<file path="config.mk">
export PLATFORM = sky130hd
export DESIGN_NAME = multicycle_seq_ctrl
export DESIGN_NICKNAME = d
export VERILOG_FILES = /design/src/rtl/multicycle_seq_ctrl.sv
export SDC_FILE = /design/constraint.sdc
export NUM_CORES = 1
export LEC_CHECK = 0
export ABC_AREA = 1
export ABC_CLOCK_PERIOD_IN_PS = 1800
export BUFFER_PORTS_ARGS = -buffer_cell sky130_fd_sc_hd__buf_2
export CORE_MARGIN = 5
export CORE_UTILIZATION = 40
export DETAILED_ROUTE_END_ITERATION = 8
export GPL_TIMING_DRIVEN = 0
export MAX_ROUTING_LAYER = met4
export SETUP_SLACK_MARGIN = 0.2
export SLEW_MARGIN = 40
export SYNTH_ARGS = -nofsm -noshare
export SYNTH_HDL_FRONTEND = slang
export SYNTH_SLANG_ARGS = --single-unit
</file>
<file path="constraint.sdc">
create_clock -name clk -period 1.8 [get_ports clk]
set_clock_uncertainty 0.2 [all_clocks]
set_input_delay 0.09 -clock clk [delete_from_list [all_inputs] [get_ports clk]]
set_output_delay 0.09 -clock clk [all_outputs]
set_load 0.02 [all_outputs]
</file>
<file path="src/rtl/multicycle_seq_ctrl.sv">
// Multi-cycle instruction sequencer: steps FETCH/DECODE/EXEC/MEM/WB one phase per clock,
// driving datapath strobes, memory handshakes, data-access timeout and a retired-instruction count.
module multicycle_seq_ctrl #(
  parameter int MEM_TIMEOUT = 8,
  parameter int CNT_W       = 16
) (
  input  logic             clk,
  input  logic             rst_n,
  input  logic             run,
  input  logic [6:0]       ins_op,
  input  logic             imem_ack,
  input  logic             dmem_ack,
  output logic             imem_req,
  output logic             ir_wr,
  output logic             pc_wr,
  output logic             rg_wr,
  output logic             dataMem_wr,
  output logic             dataMem_rd,
  output logic [2:0]       alu_op,
  output logic             RegOut,
  output logic [1:0]       M2Reg,
  output logic             immCalc,
  output logic             illegal,
  output logic             bus_err,
  output logic             busy,
  output logic [CNT_W-1:0] instr_cnt
);

  localparam int WCW = $clog2(MEM_TIMEOUT);
  localparam logic [WCW-1:0] WAIT_LAST = WCW'(MEM_TIMEOUT - 1);

  typedef enum logic [2:0] {
    S_FETCH,
    S_DECODE,
    S_EXEC,
    S_MEM,
    S_WB
  } state_t;

  state_t             state_q, state_d;
  logic [WCW-1:0]     wait_q, wait_d;
  logic [CNT_W-1:0]   cnt_q, cnt_d;

  logic op_nop, op_st, op_ld, op_legal, op_regout;

  always_comb begin
    op_nop    = (ins_op == 7'd0);
    op_st     = (ins_op == 7'd2);
    op_ld     = (ins_op == 7'd5);
    op_legal  = (ins_op <= 7'd5);
    op_regout = (ins_op == 7'd3) || (ins_op == 7'd4) || (ins_op == 7'd5);
  end

  always_ff @(posedge clk or negedge rst_n) begin
    if (!rst_n) begin
      state_q <= S_FETCH;
      wait_q  <= '0;
      cnt_q   <= '0;
    end else begin
      state_q <= state_d;
      wait_q  <= wait_d;
      cnt_q   <= cnt_d;
    end
  end

  always_comb begin
    state_d    = state_q;
    wait_d     = wait_q;
    cnt_d      = cnt_q;
    imem_req   = 1'b0;
    ir_wr      = 1'b0;
    pc_wr      = 1'b0;
    rg_wr      = 1'b0;
    dataMem_wr = 1'b0;
    dataMem_rd = 1'b0;
    alu_op     = '0;
    RegOut     = 1'b0;
    M2Reg      = 2'b00;
    immCalc    = 1'b0;
    illegal    = 1'b0;
    bus_err    = 1'b0;
    busy       = (state_q != S_FETCH);

    // Operand/writeback selects stay stable from EXEC until the instruction ends.
    if (state_q == S_EXEC || state_q == S_MEM || state_q == S_WB) begin
      RegOut  = op_regout;
      immCalc = (ins_op == 7'd4);
      M2Reg   = op_st ? 2'b10 : (op_ld ? 2'b01 : 2'b00);
    end

    case (state_q)
      S_FETCH: begin
        imem_req = run;
        if (run && imem_ack) begin
          ir_wr   = 1'b1;
          pc_wr   = 1'b1;
          state_d = S_DECODE;
        end
      end
      S_DECODE: begin
        if (op_nop) begin
          state_d = S_FETCH;
          cnt_d   = cnt_q + 1'b1;
        end else if (!op_legal) begin
          illegal = 1'b1;
          state_d = S_FETCH;
        end else begin
          state_d = S_EXEC;
        end
      end
      S_EXEC: begin
        wait_d  = '0;
        state_d = (op_st || op_ld) ? S_MEM : S_WB;
      end
      S_MEM: begin
        dataMem_wr = op_st;
        dataMem_rd = op_ld;
        // An ack on the final allowed wait cycle wins over the timeout.
        if (dmem_ack) begin
          if (op_ld) begin
            state_d = S_WB;
          end else begin
            state_d = S_FETCH;
            cnt_d   = cnt_q + 1'b1;
          end
        end else if (wait_q == WAIT_LAST) begin
          bus_err = 1'b1;
          state_d = S_FETCH;
        end else begin
          wait_d = wait_q + 1'b1;
        end
      end
      S_WB: begin
        rg_wr   = 1'b1;
        state_d = S_FETCH;
        cnt_d   = cnt_q + 1'b1;
      end
      default: state_d = S_FETCH;
    endcase

    // Strobes are combinational, so hold them low for the whole reset window.
    if (!rst_n) begin
      imem_req   = 1'b0;
      ir_wr      = 1'b0;
      pc_wr      = 1'b0;
      rg_wr      = 1'b0;
      dataMem_wr = 1'b0;
      dataMem_rd = 1'b0;
      RegOut     = 1'b0;
      M2Reg      = 2'b00;
      immCalc    = 1'b0;
      illegal    = 1'b0;
      bus_err    = 1'b0;
      busy       = 1'b0;
    end
  end

  assign instr_cnt = cnt_q;

endmodule

</file>
==> results of run 1 <==
==> sequential cells by signal (all words and copies together) (netlist names) <==
signal,count
wait_q,3
instr_cnt,16
state_q,3
==> through the flow <==
step / setup slack, ns / instance area [µm²] / total power, W / TNS (ns) / hold WS (ns)
after global placement: 0.0869 / 1860 / 0.00140 / 0 / -0.0795
after floorplan: 0.212 / 1600 / 0.00120 / 0 / -0.406
after CTS: 0.0766 / 2110 / 0.00199 / 0 / 0.0619
after detailed placement: 0.0765 / 1860 / 0.00141 / 0 / -0.0777
final: 0.0863 / 2390 / 0.00228 / 0 / 0.0688
after global routing: -0.0166 / 2390 / 0.00242 / -0.0190 / 0.110
==> layer usage <==
metal	part of all wire, %	vias up	wire (µm)	GRT usage (%)
li1	-	851	-	-
met1	45	773	1930	20.9
met2	49	30	2120	26.4
met3	4.2	10	181	3.86
met4	2.0	0	85	3.69
met5	0	-	0	-
==> worst max-delay path, cell delays in order, from the launching register on <==
cell     delay, ns
dfrtp_2       0.44
nor2_4        0.13
nand2_2       0.09
nor3b_2       0.24
buf_4         0.15
buf_6         0.10
==> area by class of cell <==
cell class,count,share of cell area (%)
multi-input combinational,182,45.6
sequential,22,23.4
timing repair buffer,61,20.0
inverter,23,3.62
buffer,6,2.52
tap,48,2.52
clock buffer,4,2.31
==> timing repair <==
item / in CTS / in global routing
resized for setup: 15 / 73
hold buffers: 4 / 1
buffers inserted: 12 / 2
endpoints found under the hold margin: 24 / 22
pin swaps: 3 / 22
setup endpoints to repair: 24 / 32
gates cloned: 1 / 1
==> worst paths after layout <==
path,end,slack [ns],cells past startpoint
worst max-delay path,pc_wr,0.09,5
worst min-delay path,state_q[1],0.07,4
worst max register to register,instr_cnt[0],0.11,9
worst min register to register,wait_q[0],0.29,1
max in group asynchronous,instr_cnt[2],0.69,3
min in group asynchronous,instr_cnt[5],0.33,3
==> cells by family (layout without fill, tap and decap cells) <==
kind of cell / after synthesis / after routing / share of synthesized area (%)
simple gates: 155 / 155 / 43.9
buf+inv: 29 / 94 / 8.80
flops: 22 / 22 / 34.9
compound gates: 12 / 12 / 4.84
xor+xnor: 9 / 9 / 5.00
fa+ha+maj: 3 / 3 / 2.38
other cells: 1 / 3 / 0.238
==> power by group <==
part | internal [W] | switching [W] | leakage [nW]
Combinational | 0.000595 | 0.000643 | 0.885
Clock | 0.000195 | 0.000161 | 0.0288
Sequential | 0.000578 | 0.000107 | 0.290
Total | 0.00137 | 0.000910 | 1.20
==> placed cells by master, fill, tap and decap left out, types with 3 or more instances in the layout <==
cell	instances
nand2_1	61
buf_2	29
nand2_2	28
nor2_1	22
inv_1	20
buf_4	18
dfrtp_1	15
nand3_1	12
buf_6	12
nor2_4	8
nand2_4	7
dfrtp_2	7
nor2_2	6
nand4_1	5
xnor2_1	5
xor2_1	4
clkbuf_8	4
dlygate4sd3_1	4
inv_2	3
a21oi_1	3
conb_1	3
==> impl_results.md, run 1 <==
* HP Start: ins_op[1]
* Hold/Removal Path Class: input port to register
* Synth top cells by count: 87 x nand2_1, 30 x nor2_1, 22 x dfrtp_1, 22 x inv_1, 14 x nand3_1
* RSZ-0062 raised after global routing: yes
* Register area at 559 µm²
* Clock root buffer: clkbuf_8
* CTS tree: yes
* First-pass GRT wire length at 6660 µm
* Port Buffers at 40
* Worst slew pin tran at 0.501 ns
* GP Congestion at 0.833
* Vias in the first global route at 1537
* Post-synth top area share at 34.9%
* Synthesized area at 1580 µm²
* DIE AREA at 5300 µm²
* FP Rows at 22
* Post-route minimum period at 1.71 ns
* Critical Setup Path Class: register to output pin
* Layout area overhead at 51.3%
* Crit end category: output pin
* Initial Util at 42.1%
* H-tree levels at 1
* Maximum vdd ir drop at 0.000658 V
* Final Hold Vio Count at 0
* Total Routing Usage GR at 16.4%
* Initial antenna violation count at 0
* Synth cell types at 26
* Wire per inst at 12.5 µm
* Cells after DPL at 321
* Lkg Pwr at 1.20 nW
* Routed WL at 4320 µm
* Layout cells sized above 1 at 46.3%
* GRT overflow at 0
* Status: completed
* Clock transition at path regs at 0.07 ns
* Deepest clock path buffer count at 2
* Yosys Warn Count at 0
* First-iteration detailed-routing DRC count at 51
* Arrival time worst endpoint at 1.42 ns
* Critical Path RT at 1.51 ns
* Post-route ant nets at 0
* Primary FF master, synth: dfrtp_1
* Register bit total from synthesis at 22
* Ys async rst share at 100%
* # IOs at 44
* Routed via count at 1664
* Chip height at 72.8 µm
* Nets@finish at 314
* Max Fclk at 0.584 GHz
* Avg Vias per Cell at 4.81
* Footprint of the multi-input gates at 1090 µm²
* Syn Area/Cell at 6.83 µm²
* Critical Path Start Type: register
* Max Slew Vio Count at 0
* Slew headroom at 66.6%
* Die Wd at 72.8 µm
* DPL Wire Length at 2850 µm
* Max-cap violations at 0
* Clock sink count at 22
* Filler-free cell count of the finished design at 346
* Largest cells by area after synthesis: dfrtp_1 35%, nand2_1 21%, nor2_1 7.1%
* DR pass1 iterations at 4
* R2r startpoint: state_q[0]
* Yosys top cell by area: dfrtp_1
* Critical path launch point: state_q[0]
* Final setup fails at 0
* # diodes at 0
* Final period utilization at 95.2%
* Post-route DRC violation count at 0
* Count leader, synth: nand2_1
* Core Util, Final at 63.8%
* Power Dens Cells at 954 nW/µm²
* EDFF count, synth at 0
* Core region area at 3740 µm²
* Clock buffer count from CTS at 3
* Worst-Skew Late Latency at 0.27 ns
* Synth Instances at 231
* Pin count of the biggest net entering global routing at 23
* Fillers at 342
* Seq/Total Area, Yosys at 34.9%
* CP Max Fanout at 4
No activity file was read; power rests on OpenSTA's default activity.
==> run 2: changes to the inputs <==
PLACE_DENSITY = 0.75   (was unset)
REMOVE_ABC_BUFFERS = 1   (was unset)
==> run 2 against run 1 <==
Net effect: register-to-register slack better by 0.06 ns; fmax fell by 2.5%; hold slack got worse by 0.0018 ns; largest power group unchanged; critical path depth rose by 1; first-iteration DRC count up 57%; combinational power down 18%.
==> impl_results.md, run 2 (synthesis results as in run 1) <==
* Post-route minimum period at 1.76 ns
* Routed via count at 1645
* Max Slew Vio Count at 0
* Critical path launch point: state_q[1]
* CTS tree: yes
* Port Buffers at 40
* Clock transition at path regs at 0.07 ns
* Combinational share of power at 51.0%
* Chip height at 72.8 µm
* Reg2Reg Setup Slack at 0.17 ns
* RSZ-0062 raised after global routing: yes
* WP buf/inv at 1
* Most common cell on crit path: nor2_4
* Initial antenna violation count at 0
* FP Rows at 22
* Critical Path Start Type: register
* Wire per inst at 12.6 µm
* Worst-Skew Late Latency at 0.27 ns
* Crit path to: RegOut
* CP Max Fanout at 4
* Cells after DPL at 315
* Post-route ant nets at 0
* # IOs at 44
* Critical Path RT at 1.51 ns
* DR pass1 iterations at 4
* Core region area at 3740 µm²
* Pin count of the biggest net entering global routing at 23
* CP Depth at 6
* Critical Setup Path Class: register to output pin
* Placed cell area at 1790 µm²
* First-iteration detailed-routing DRC count at 80
* DIE AREA at 5300 µm²
* Total Routing Usage GR at 15.0%
* Flop pwr share at 33.4%
* Arrival time worst endpoint at 1.47 ns
* Final worst slack at 0.0419 ns
* Pre-CTS setup slack at 0.0469 ns
* GRT overflow at 0
* Final setup fails at 0
* Clock root buffer: clkbuf_8
* Crit end category: output pin
* Vias in the first global route at 1451
* Lkg Pwr at 1.14 nW
* H-tree levels at 1
* Filler-free cell count of the finished design at 338
* First-pass GRT wire length at 6210 µm
* Largest register FFs at 16
* Nets@finish at 307
* Maximum vdd ir drop at 0.000669 V
* Pwr Total at 0.00200 W
* Design Area, Final at 2200 µm²
* Layout area overhead at 39.7%
* Commonest non-fill, non-tap cell in the layout: nand2_1
* Max Fclk at 0.569 GHz
* Final Hold Vio Count at 0
* Initial Util at 42.1%
* Power Dens Cells at 906 nW/µm²
* Die Wd at 72.8 µm
* Clock network power share at 15.6%
* Clock buffer count from CTS at 3
* Final period utilization at 97.7%
* R2r worst-path depth at 7
* Layout cells sized above 1 at 39.7%
* Clock sink count at 22
* Status: completed
* # diodes at 0
* Psw at 0.000847 W
* Sequence of cells on the critical path: nor2_4 > nand2_2 > nor2_4 > a21oi_4 > a31oi_1 > buf_2
* Avg Vias per Cell at 4.87
* Hold/Removal Path Class: input port to register
* Critical Path Max Stage Delay at 0.45 ns
* Post-route DRC violation count at 0
* Most frequent cells in the layout: 76 x nand2_1, 32 x buf_2, 20 x nor2_1
* Top delay family on crit path: flip-flops
* Sw frac at 42.4%
* GP Congestion at 0.841
* Slowest cell on crit path: dfrtp_2
* WHS at 0.0670 ns
* R2r startpoint: state_q[1]
* Internal at 0.00115 W
* Max-cap violations at 0
* DPL Wire Length at 2650 µm
* Reg2reg end: instr_cnt[4]
* Routed WL at 4250 µm
* Deepest clock path buffer count at 2
## run 2: cell types whose count changed in the layout (fill, tap and decap cells not counted), sizes merged
| cell | change |
|---|---|
| buf | -7 |
| nand3b | +1 |
| clkbuf | -2 |
## run 2: worst min-delay path by stage
stage | from | endpoint | cells past startpoint
5_1_grt | ins_op[1] | state_q[1] | 4
2_1_floorplan | rst_n | instr_cnt[0] | 0
3_3_place_gp | rst_n | state_q[0] | 1
6_report | ins_op[1] | state_q[1] | 4
4_1_cts | ins_op[1] | state_q[1] | 4
3_5_place_dp | rst_n | state_q[0] | 1
## run 2: layout make-up
cell class                      instances  area, µm²
Fill cell                             339       1540
Multi-Input combinational cell        183       1060
Sequential cell                        22        558
Timing Repair Buffer                   59        400
Inverter                               23       88.8
Tap cell                               48       60.1
Clock buffer                            3       41.3
## run 2: power by group through the flow
stage                     combinational [W]  clock [W]  sequential [W]
final                               0.00102   0.000312        0.000667
after global routing                0.00111   0.000341        0.000679
after CTS                          0.000818   0.000318        0.000654
after detailed placement           0.000653          0        0.000676
after global placement             0.000640          0        0.000673
after floorplan                    0.000431          0        0.000707
## run 2: repair_timing
item                                    4_1_cts  5_1_grt
pin swaps                                     3        7
hold buffers                                  4        1
endpoints found under the setup margin       28       30
buffers inserted                              5        9
gates cloned                                  1        0
resized for setup                            17       47
hold endpoints to repair                     24       22
## run 2: per-layer routing
metal / vias to the layer above / routed length [µm] / global-route usage (%)
li1: 833 / - / -
met1: 761 / 1860 / 18.8
met2: 46 / 2140 / 24.7
met3: 5 / 186 / 1.38
met4: 0 / 63 / 6.35
met5: - / 0 / -
## run 2: through the flow
step	setup TNS (ns)	utilization, %
final	0	58.9
after global routing	-0.0282	58.9
after detailed placement	0	47.9
after global placement	0	47.9
after floorplan	-0.209	-
after CTS	0	52.9
## run 2: tightest hold or removal path, cell delays in order
cell	delay (ns)
buf_2	0.12
a21oi_1	0.09
o211ai_1	0.11
nand3_1	0.08
==> run 3: changes to the inputs <==
--- a/config.mk
+++ b/config.mk
@@ -7,5 +7,5 @@
 export LEC_CHECK = 0
 export ABC_AREA = 1
-export ABC_CLOCK_PERIOD_IN_PS = 1800
+export ABC_CLOCK_PERIOD_IN_PS = 1600
 export BUFFER_PORTS_ARGS = -buffer_cell sky130_fd_sc_hd__buf_2
 export CORE_MARGIN = 5
@@ -14,7 +14,8 @@
 export GPL_TIMING_DRIVEN = 0
 export MAX_ROUTING_LAYER = met4
-export PLACE_DENSITY = 0.75
+export PLACE_DENSITY = 0.77
 export REMOVE_ABC_BUFFERS = 1
 export SETUP_SLACK_MARGIN = 0.2
+export SKIP_CTS_REPAIR_TIMING = 1
 export SLEW_MARGIN = 40
 export SYNTH_ARGS = -nofsm -noshare
==> constraint.sdc (replaced) <==
create_clock -name clk -period 1.6 [get_ports clk]
set_clock_uncertainty 0.2 [all_clocks]
set_input_delay 0.4 -clock clk [delete_from_list [all_inputs] [get_ports clk]]
set_output_delay 0.4 -clock clk [all_outputs]
set_load 0.02 [all_outputs]
==> run 3 against run 2 <==
Net effect: the run now ends with hold timing, setup timing left; register-to-register slack got worse by 0.21 ns; routed wire length fell by 3.0%; via count rose by 1.1%; non-clock buffer count rose by 3; final area rose by 2.4%; core utilization rose by 1.4 points; total power rose by 17%; die area did not move; critical path type unchanged; highest routed layer unchanged.
==> impl_results.md, run 3 (synthesis results as in run 1) <==
* Status: finished, violations left
* Failing checks: hold timing, setup timing
* # IOs at 44
* Final period utilization at 128%
* Initial Util at 42.1%
* Nets@finish at 309
* WP buf/inv at 2
* Max-cap violations at 0
* Clock sink count at 22
* First-pass GRT wire length at 5750 µm
* Critical Path Max Stage Delay at 0.45 ns
* Post-route minimum period at 2.05 ns
* Top delay family on crit path: flip-flops
* Max Fclk at 0.488 GHz
* Clock buffer count from CTS at 3
* Clock transition at path regs at 0.09 ns
* CTS tree: yes
* First-iteration detailed-routing DRC count at 65
* Layout cells sized above 1 at 39.6%
* H-tree levels at 1
* Setup TNS at -4.86 ns
* DPL Wire Length at 2710 µm
* Max Slew Vio Count at 0
* Critical Path Start Type: register
* Routed WL at 4120 µm
* Most frequent cells in the layout: 85 x nand2_1, 27 x buf_4, 23 x nor2_1
* Critical Setup Path Class: register to output pin
* Clock root buffer: clkbuf_8
* Core region area at 3740 µm²
* Worst-Skew Late Latency at 0.26 ns
* Final Hold Vio Count at 22
* Clock network power share at 22.3%
* # diodes at 0
* Wire per inst at 12.1 µm
* Maximum vdd ir drop at 0.00108 V
* Initial antenna violation count at 0
* RSZ-0062 raised after global routing: yes
* Chip height at 72.8 µm
* Die Wd at 72.8 µm
* GP Congestion at 0.870
* Routed via count at 1663
* Slowest cell on crit path: dfrtp_2
* Crit end category: output pin
* Commonest non-fill, non-tap cell in the layout: nand2_1
* Deepest clock path buffer count at 2
* Lkg Pwr at 1.13 nW
* CP Max Fanout at 4
* Psw at 0.000876 W
* Critical Path RT at 1.00 ns
* DIE AREA at 5300 µm²
* Largest register FFs at 16
* Power Dens Cells at 1040 nW/µm²
* Sw frac at 37.5%
* Port Buffers at 40
* Pre-CTS setup slack at -0.749 ns
* DR pass1 iterations at 4
* Internal at 0.00146 W
* WHS at -0.216 ns
* Sequence of cells on the critical path: inv_2 > nand2_1 > nor2_2 > o21ai_4 > nor3_2 > buf_4
* Vias in the first global route at 1319
* Arrival time worst endpoint at 1.45 ns
* Hold/Removal Path Class: input port to asynchronous set/reset pin
* FP Rows at 22
* Post-route DRC violation count at 0
* Post-route ant nets at 0
* Layout area overhead at 43.1%
* Final setup fails at 29
* Flop pwr share at 32.4%
* Final worst slack at -0.449 ns
* Combinational share of power at 45.3%
* Pin count of the biggest net entering global routing at 27
* Total Routing Usage GR at 13.8%
* GRT overflow at 0
* Avg Vias per Cell at 4.88
## run 3: cell types whose count changed in the layout (fill, tap and decap cells not counted), sizes merged
| cell | previous run | this run |
|---|---|---|
| buf | 55 | 62 |
| bufinv | 0 | 1 |
| dlygate4sd3 | 4 | 0 |
| nand3b | 2 | 1 |
## run 3: layout make-up
cell class	instances	area (µm²)
Tap cell	48	60.1
Multi-Input combinational cell	182	945
Fill cell	347	1490
Clock buffer	3	41.3
Clock inverter	1	30.0
Timing Repair Buffer	62	524
Sequential cell	22	568
Inverter	23	88.8
## run 3: routing by layer
metal,global-route usage [%],vias up,share of wire (%)
li1,-,838,-
met1,18.0,763,43
met2,21.9,54,50
met3,1.65,8,5.9
met4,5.12,0,1.8
met5,-,-,0
## run 3: per-stage QoR
stage | total power (W) | util (%) | instance area, µm² | cells
final | 0.00234 | 60.3 | 2260 | 341
after floorplan | 0.00128 | - | 1530 | 227
after CTS | 0.00202 | 49.8 | 1860 | 319
after global routing | 0.00247 | 60.3 | 2260 | 341
after detailed placement | 0.00149 | 47.9 | 1790 | 315
after global placement | 0.00148 | 47.9 | 1790 | 315
## run 3: worst reg2reg max path, stage by stage, from the launching register on
cell and delay, ns:
dfrtp_2 0.44, buf_4 0.15, nand2_2 0.07, nor2_4 0.04
buf_4 0.13, nand2_2 0.11, nand3b_4 0.20, nand2_1 0.13
nand2_1 0.07
## run 3: worst paths after layout
| kind | start | cells past startpoint | slack [ns] | end |
|---|---|---|---|---|
| setup reg to reg | state_q[0] | 8 | -0.04 | instr_cnt[9] |
| hold reg to reg | wait_q[1] | 2 | 0.29 | wait_q[1] |
| min in group clk | run | 3 | 0.23 | state_q[0] |
| hold / removal | rst_n | 1 | -0.22 | instr_cnt[12] |
| setup / recovery | state_q[2] | 6 | -0.45 | illegal |
| max in group asynchronous | rst_n | 1 | 1.19 | instr_cnt[3] |
## run 3: power groups by stage
stage | clock [W] | combinational [W] | sequential, W
2_1_floorplan | 0 | 0.000485 | 0.000795
4_1_cts | 0.000526 | 0.000739 | 0.000752
3_3_place_gp | 0 | 0.000718 | 0.000758
6_report | 0.000522 | 0.00106 | 0.000757
5_1_grt | 0.000548 | 0.00115 | 0.000770
3_5_place_dp | 0 | 0.000733 | 0.000762
